`config.mk`:
```
export PLATFORM = sky130hd
export DESIGN_NAME = pipeline_sequencer
export DESIGN_NICKNAME = d
export VERILOG_FILES = /design/src/rtl/pipeline_sequencer.sv
export SDC_FILE = /design/constraint.sdc
export NUM_CORES = 1
export LEC_CHECK = 0
export CAP_MARGIN = 15
export CELL_PAD_IN_SITES_DETAIL_PLACEMENT = 1
export CELL_PAD_IN_SITES_GLOBAL_PLACEMENT = 1
export CORE_UTILIZATION = 35
export CTS_CLUSTER_SIZE = 30
export DETAILED_ROUTE_END_ITERATION = 12
export GPL_TIMING_DRIVEN = 1
export HOLD_SLACK_MARGIN = 0.03
export PLACE_DENSITY = 0.91
export SLEW_MARGIN = 25
export SYNTH_ARGS = -nofsm -noshare
export SYNTH_HDL_FRONTEND = slang
export SYNTH_SLANG_ARGS = --single-unit
```
`constraint.sdc`:
```
create_clock -name clk -period 2.9 [get_ports clk]
set_input_delay 0.435 -clock clk [delete_from_list [all_inputs] [get_ports clk]]
set_output_delay 0.435 -clock clk [all_outputs]
set_load 0.01 [all_outputs]
```
`src/rtl/pipeline_sequencer.sv`:
```
`default_nettype none
// ============================================================================
// Module   : pipeline_sequencer
// Purpose  : Stall/flush/halt controller for the five-stage IF-ID-EX-MA-WB
//            pipeline, with memory-wait watchdog and stall-cycle counter.
// Revision : 1.0  initial release
// ============================================================================
module pipeline_sequencer #(
    parameter int         REG_AW      = 4,
    parameter int         MEM_TIMEOUT = 15,
    parameter logic [4:0] HLT_OPCODE  = 5'b11111
) (
    input  logic              clk,
    input  logic              rst,
    input  logic [4:0]        id_opcode,
    input  logic [REG_AW-1:0] id_rs1,
    input  logic [REG_AW-1:0] id_rs2,
    input  logic              id_need_rs1,
    input  logic              id_need_rs2,
    input  logic              ex_mem_en,
    input  logic              ex_mem_wr,
    input  logic              ex_reg_we,
    input  logic [REG_AW-1:0] ex_rd,
    input  logic              ex_redirect,
    input  logic              ma_mem_en,
    input  logic              dmem_ready,
    output logic              pc_en,
    output logic              ifid_en,
    output logic              idex_en,
    output logic              exma_en,
    output logic              ifid_flush,
    output logic              idex_bubble,
    output logic              mawb_bubble,
    output logic              halted,
    output logic              mem_err,
    output logic [15:0]       stall_cycles
);

    localparam logic [1:0] c_ST_RUN    = 2'd0;
    localparam logic [1:0] c_ST_DRAIN  = 2'd1;
    localparam logic [1:0] c_ST_HALTED = 2'd2;

    localparam int                    c_WAIT_W    = $clog2(MEM_TIMEOUT + 1);
    localparam logic [c_WAIT_W-1:0]   c_WAIT_MAX  = c_WAIT_W'(MEM_TIMEOUT);
    localparam logic [c_WAIT_W-1:0]   c_WAIT_LAST = c_WAIT_W'(MEM_TIMEOUT - 1);

    logic [1:0]          r_state;
    logic [1:0]          w_state_nxt;
    logic [1:0]          r_drain_cnt;
    logic [1:0]          w_drain_nxt;
    logic [c_WAIT_W-1:0] r_wait_cnt;
    logic                r_mem_err;
    logic [15:0]         r_stall_cnt;

    logic w_mem_wait;
    logic w_load_use;
    logic w_is_hlt;
    logic w_timeout;

    assign w_mem_wait = ma_mem_en & ~dmem_ready;
    assign w_load_use = (ex_mem_en & ~ex_mem_wr & ex_reg_we) &
                        ((id_need_rs1 && (id_rs1 == ex_rd)) ||
                         (id_need_rs2 && (id_rs2 == ex_rd)));
    assign w_is_hlt   = (id_opcode == HLT_OPCODE);
    // The watchdog trips on the edge where the wait count would reach the limit.
    assign w_timeout  = w_mem_wait && (r_wait_cnt == c_WAIT_LAST);

    always_comb begin
        pc_en       = 1'b1;
        ifid_en     = 1'b1;
        idex_en     = 1'b1;
        exma_en     = 1'b1;
        ifid_flush  = 1'b0;
        idex_bubble = 1'b0;
        mawb_bubble = 1'b0;
        halted      = 1'b0;
        w_state_nxt = r_state;
        w_drain_nxt = r_drain_cnt;

        case (r_state)
            c_ST_RUN, c_ST_DRAIN: begin
                if (w_mem_wait) begin
                    pc_en       = 1'b0;
                    ifid_en     = 1'b0;
                    idex_en     = 1'b0;
                    exma_en     = 1'b0;
                    mawb_bubble = 1'b1;
                end else if (r_state == c_ST_DRAIN) begin
                    pc_en       = 1'b0;
                    ifid_flush  = 1'b1;
                    idex_bubble = 1'b1;
                    w_drain_nxt = r_drain_cnt - 2'd1;
                    if (r_drain_cnt == 2'd1) begin
                        w_state_nxt = c_ST_HALTED;
                    end
                end else if (ex_redirect) begin
                    ifid_flush  = 1'b1;
                    idex_bubble = 1'b1;
                end else if (w_load_use) begin
                    pc_en       = 1'b0;
                    ifid_en     = 1'b0;
                    idex_bubble = 1'b1;
                end else if (w_is_hlt) begin
                    pc_en       = 1'b0;
                    ifid_flush  = 1'b1;
                    idex_bubble = 1'b1;
                    w_state_nxt = c_ST_DRAIN;
                    w_drain_nxt = 2'd3;
                end
            end
            c_ST_HALTED: begin
                pc_en       = 1'b0;
                ifid_en     = 1'b0;
                idex_en     = 1'b0;
                exma_en     = 1'b0;
                ifid_flush  = 1'b1;
                idex_bubble = 1'b1;
                mawb_bubble = 1'b1;
                halted      = 1'b1;
            end
            default: w_state_nxt = c_ST_RUN;
        endcase

        if (w_timeout) begin
            w_state_nxt = c_ST_HALTED;
        end

        // Hold every stage quiet for as long as reset is asserted.
        if (rst) begin
            pc_en       = 1'b0;
            ifid_en     = 1'b0;
            idex_en     = 1'b0;
            exma_en     = 1'b0;
            ifid_flush  = 1'b1;
            idex_bubble = 1'b1;
            mawb_bubble = 1'b1;
            halted      = 1'b0;
        end
    end

    always_ff @(posedge clk or posedge rst) begin
        if (rst) begin
            r_state     <= c_ST_RUN;
            r_drain_cnt <= 2'd0;
        end else begin
            r_state     <= w_state_nxt;
            r_drain_cnt <= w_drain_nxt;
        end
    end

    always_ff @(posedge clk or posedge rst) begin
        if (rst) begin
            r_wait_cnt <= '0;
            r_mem_err  <= 1'b0;
        end else begin
            if (!w_mem_wait) begin
                r_wait_cnt <= '0;
            end else if (r_wait_cnt != c_WAIT_MAX) begin
                r_wait_cnt <= r_wait_cnt + 1'b1;
            end
            if (w_timeout) begin
                r_mem_err <= 1'b1;
            end
        end
    end

    always_ff @(posedge clk or posedge rst) begin
        if (rst) begin
            r_stall_cnt <= 16'd0;
        end else if (!pc_en && (r_state != c_ST_HALTED) && (r_stall_cnt != 16'hFFFF)) begin
            r_stall_cnt <= r_stall_cnt + 16'd1;
        end
    end

    assign mem_err      = r_mem_err;
    assign stall_cycles = r_stall_cnt;

endmodule
`default_nettype wire

```
# Word level (Yosys, flattened, before mapping)
# Cells that the tools add are included.
# W data, S select, Z words.
[classes]
n_addsub = 3
n_eq_ne = 19
mux = 48
bitwise = 7
n_reduce_logical = 12
[op_table]
columns = ["cell", "count"]
rows = [
  ["$mux W1", 28],
  ["$mux W2", 11],
  ["$ne A4 B4 Y1 const B", 5],
  ["$add A16 B1 Y16 const B", 1],
  ["$ne A16 B16 Y1 const B", 1],
  ["$pmux W1 S2", 6],
  ["$eq A4 B4 Y1", 2],
  ["$mux W4", 2],
  ["$ne A2 B1 Y1 const B", 3],
  ["$reduce_and A6 Y1", 1],
  ["$eq A5 B5 Y1 const B", 1],
  ["$logic_and A1 B1 Y1", 5],
  ["$reduce_and A5 Y1", 1],
  ["$add A4 B1 Y4 const B", 1],
  ["$and A1 B1 Y1", 4],
  ["$eq A2 B1 Y1 const B", 2],
  ["$eq A4 B4 Y1 const B", 1],
  ["$ne A2 B2 Y1 const B", 2],
  ["$pmux W2 S2", 1],
  ["$ne A3 B3 Y1 const B", 1],
  ["$not A1 Y1", 3],
  ["$eq A2 B2 Y1 const B", 1],
  ["$logic_not A2 Y1", 1],
  ["$reduce_bool A2 Y1", 1],
  ["other kinds (4)", 4],
]
[word_totals]
regBits = 25
input_bits = 27
out_inout_bits = 25
elab_cells = 94

# Depth between registers and ports, before layout
[logic_depth]
depth_word = 13
depth_mapped = 8
ltp_nobuf = 6

# Worst setup path after synthesis
# OpenSTA, ideal clock, no wires.
[synth_timing]
path_type = "input -> output"
from = "in ex_mem_wr"
to = "out pc_en"
t_arrival_ps = 1441
required_ps = 2465
path_slack_ps = 1024
path_stages = 6
path_buffers = 0
path_cell_list = "and3b_1 -> nand2_1 -> o22ai_1 -> nor2b_1 -> o211ai_1 -> o21ai_0"
[synth_between]
elab_chain_len = 10
[synth_lines]
columns = ["item", "line_no", "source"]
rows = [
  ["start: declaration", "21", "input logic ex_mem_wr,"],
  ["$not A1 Y1", "61", "assign w_load_use = (ex_mem_en & ~ex_mem_wr & ex_reg_we) &"],
  ["$and A1 B1 Y1 (3 in a row)", "61", ""],
  ["$mux W1", "99", "end else if (w_load_use) begin"],
  ["$mux W1", "96", "end else if (ex_redirect) begin"],
  ["$mux W1", "88", "end else if (r_state == c_ST_DRAIN) begin"],
  ["$mux W1", "82", "if (w_mem_wait) begin"],
  ["$pmux W1 S2", "80", "case (r_state)"],
  ["$mux W1", "129", "if (rst) begin"],
  ["end: declaration", "27", "output logic pc_en,"],
]
# Every way passes these cells.

# Worst setup path after layout
[layout_timing]
from = "in ex_rd[0]"
to = "out pc_en"
[layout_between]
elab_chain_len = 10
word_cells_on_any_way = 12
classes_between = "eq/ne: 2; mux: 6; bitwise: 1; reduce/logical: 3"
[layout_lines]
columns = ["item", "line_no", "source"]
rows = [
  ["start: declaration", "23", "input logic [REG_AW-1:0] ex_rd,"],
  ["$eq A4 B4 Y1, on equally long branches", "62, 63", ""],
  ["$logic_and A1 B1 Y1, on equally long branches", "62, 63", ""],
  ["$logic_or A1 B1 Y1 *", "62", "((id_need_rs1 && (id_rs1 == ex_rd)) ||"],
  ["$and A1 B1 Y1 *", "61", ""],
  ["$mux W1 *", "99", ""],
  ["$mux W1 *", "96", ""],
  ["$mux W1 *", "88", ""],
  ["$mux W1 *", "82", ""],
  ["$pmux W1 S2 *", "80", ""],
  ["$mux W1 *", "129", ""],
]
# Every way passes the cells marked *; elsewhere a longest branch is shown, timed or not.

==> flow_summary.toml <==
[drt]
wl_per_cell_microns = 13.56
dr.first_iter.drc_count = 37
routed_via_density = 5.118
dr_vias = 1300
drt.antenna.violating_nets = 0
first_pass_iters = 4
drcViolationCount = 0
drt-total-wl_microns = 3445

[sta]
setup_repair_after_global_routing_missed_its_margin = "no"
worst_slew_margin_rel_pct = 60.48
post-route-period-util_pct = 95.14
minimum_period_implied_by_the_final_worst_setup_slack_ps = 2759
worst_tran_pin_value_ps = 592.7
final_worst_hold_slack_ps = 466.9
final.setup_skew_ps = 4.269
hold_viol = 0
final.setup.tns_ps = 0
finalSetupViolations = 0
max_clock_freq_mhz = 362.5
slew_viol_final = 0

[clock_network]
tritoncts_buffers = 3
worst_setup_hold_path_clk_slew_ps = 80
postCtsHoldBufs = 0
cts_tree = "built"
ctsLongestPathBuffers = 2
clock-root-buffer = "sky130_fd_sc_hd__clkbuf_8"
cts.htree.levels = 1
clkLatencyLatePin_ps = 270
clock-sinks = 25

[hold_path]
holdPathStages = 1
timing.hold.worst.class = "flop to flop"

[die]
ioPinCount = 52
die-area_sq_um = 4420
initial_core_utilization_pct = 36.38
design.core.area_sq_um = 4000
rows = 23
fp.dieW_microns = 66.48
die_h_microns = 66.48

[finish]
layout.cell_area.non_filler_sq_um = 2066
most-common-layout-cells = "51 x sky130_fd_sc_hd__clkdlybuf4s50_1, 25 x sky130_fd_sc_hd__dfrtp_1, 16 x sky130_fd_sc_hd__xnor2_1, 16 x sky130_fd_sc_hd__nand2_1"
final_common_cell = "sky130_fd_sc_hd__clkdlybuf4s50_1"
fill_cell_instance_count_of_the_final_layout = 471
finalNetCount = 236
layout_cells_sized_above_1_pct = 8.824
num_antenna_cells = 0
areaGrowthSynthToFinish_pct = 41.96
instances_no_fill = 254

[synth]
post_synth_num_cell_types = 39
yosys_warnings = 0
post_synth.cell_area_avg_sq_um = 9.637
seq_area_frac_synth_pct = 42.99
synth_top_cells_by_area = "sky130_fd_sc_hd__dfrtp_1 43%, sky130_fd_sc_hd__xnor2_1 9.6%, sky130_fd_sc_hd__xor2_1 4.8%"
syn-num-nets = 182
synth.top_cell.area_share_pct = 42.99
synth_top_cell_by_area = "sky130_fd_sc_hd__dfrtp_1"
postSynthCellCount = 151
total_of_flip_flops_plus_latches_after_synthesis = 25
netlist_area_before_placement_sq_um = 1455

[power]
switching_share_of_total_power_pct = 27.32
pwr-share-clk_pct = 25.7
combPwrFrac_pct = 22.8
net-switching-power_uw = 220.7
power_density_nw_per_um2 = 391.1
irDropWorstVdd_mv = 0.1803
reg_power_share_pct = 51.5
leakage_uw = 0.0008275
cellInternalPower_uw = 587.2

[critical_path]
critPathSlowestCell = "sky130_fd_sc_hd__clkdlybuf4s50_1"
cp_slowest_stage_delay_ps = 490
worst-path-max-fanout = 4
timing.critical_path.required_ps = 2470
crit_family = "buffers and inverters"
critical_path_buf_inv_count = 2
criticalPathCategory = "primary input to primary output"
critical_path.most_common_cell = "sky130_fd_sc_hd__clkdlybuf4s50_1"
cp.arrival_ps = 2320
cp_cell_sequence = "clkdlybuf4s50_1 -> xnor2_1 -> nand4_1 -> o22ai_2 -> nor2b_1 -> o211ai_1 -> o21ai_0 -> clkdlybuf4s50_1"
worstSetupStartpointType = "primary input"
critical_path_cell_count = 8
r2r_cells = 6
endpoint_kind = "primary output"

[global_route]
globalRoute.totalOverflow = 0
grt_max_degree = 26
antenna_found_initial = 0
grt.total_usage_pct = 17.53
vias_in_the_first_global_route = 1311
grt_first_pass_wirelength_microns = 5796

[job]
cap_viol_max_count = 0

[placed_design]
post-place-cells = 250
placement.cell_area_sq_um = 2014
place.gp.congestion = 0.7745
port_buffers = 51
post-dp-hpwl_microns = 2720

[outcome]
outcome = "complete, no violations"
[power by group through the flow]
| stage | combinational, uW | clock (uW) | sequential, uW |
|---|---|---|---|
| global placement | 180 | 0 | 423 |
| floorplan | 62.8 | 0 | 427 |
| finish | 184 | 207 | 416 |
| global route | 204 | 219 | 423 |
| CTS | 187 | 216 | 417 |
| detailed placement | 186 | 0 | 423 |
[final cells by class]
cell class                 count  area, sq um  share of cell area, %
clock buffer                   4        45.04                  2.180
inverter                       8        30.03                  1.454
tap                           50        62.56                  3.028
multi-input combinational    114        777.0                  37.61
sequential                    25        625.6                  30.28
timing repair buffer          53        525.5                  25.44
[kinds of logic (layout without fill, tap and decap cells)]
kind of cell / after synthesis / after routing / synth area share [%]
simple gates: 65 / 65 / 23.90
flops: 25 / 25 / 42.99
xor+xnor: 24 / 24 / 14.45
compound gates: 20 / 20 / 10.41
buf+inv: 12 / 65 / 4.042
fa+ha+maj: 4 / 4 / 3.440
mux: 1 / 1 / 0.7738
[worst register-to-register path, delay by kind of cell, from the launching register on]
family           cells  cell delay (ps)
XOR/XNOR             1              170
AND/OR/NAND/NOR      3              800
flip-flops           1              470
AO/OA/AOI/OAI        2              460
[Yosys cell counts (all sizes together)]
cell type	instances
mux2	1
xnor2	16
a21oi	3
o22a	1
o22ai	1
and2	2
nor2	13
nor2b	2
nand2b	2
a211oi	2
nand2	16
o21a	2
xor2	8
and3b	1
nand3	13
nand4	6
inv	8
o21ai	4
a21bo	1
a41oi	1
o311ai	1
buf	4
o31ai	1
o211ai	1
a32o	1
ha	4
dfrtp	25
nor3	6
and3	2
a31oi	1
nor4	2
[routing by layer]
layer | GRT usage (%) | part of all wire, % | vias up | wire (microns)
li1 | - | - | 627 | -
met1 | 20.13 | 39 | 633 | 1339
met2 | 32.40 | 56 | 35 | 1920
met3 | 2.226 | 3.5 | 5 | 119
met4 | 7.181 | 1.9 | 0 | 65
met5 | 0 | 0 | - | 0
[registers in the layout (all words and copies together) (netlist names)]
register and flops:
r_state 2, r_wait_cnt 4, stall_cycles 16, mem_err 1, r_drain_cnt 2
[timing repair]
| item | 4_1_cts | 5_1_grt |
|---|---|---|
| gates resized for setup | 0 | 1 |
| buffers inserted | 0 | 0 |
| setup endpoints to repair | 0 | 2 |
[through the flow]
stage	setup WS (ps)	util (%)	total power, uW
floorplan	1024	-	489.6
global placement	130.2	50.36	602.3
detailed placement	72.99	50.36	609.7
CTS	57.91	51.49	820.7
global route	34.30	51.64	846.0
finish	141.0	51.64	807.8
[final timing paths]
kind	slack, ps	end	start
max in group asynchronous	2010	r_wait_cnt[2]$_DFFE_PP0P_	rst
max	140	pc_en	ex_rd[0]
min	470	mem_err$_DFFE_PP0P_	mem_err$_DFFE_PP0P_
max reg2reg	870	stall_cycles[5]$_DFFE_PP0P_	stall_cycles[5]$_DFFE_PP0P_
min reg2reg	470	mem_err$_DFFE_PP0P_	mem_err$_DFFE_PP0P_
min in group asynchronous	640	stall_cycles[14]$_DFFE_PP0P_	rst
(Power assumes the default switching activity.)
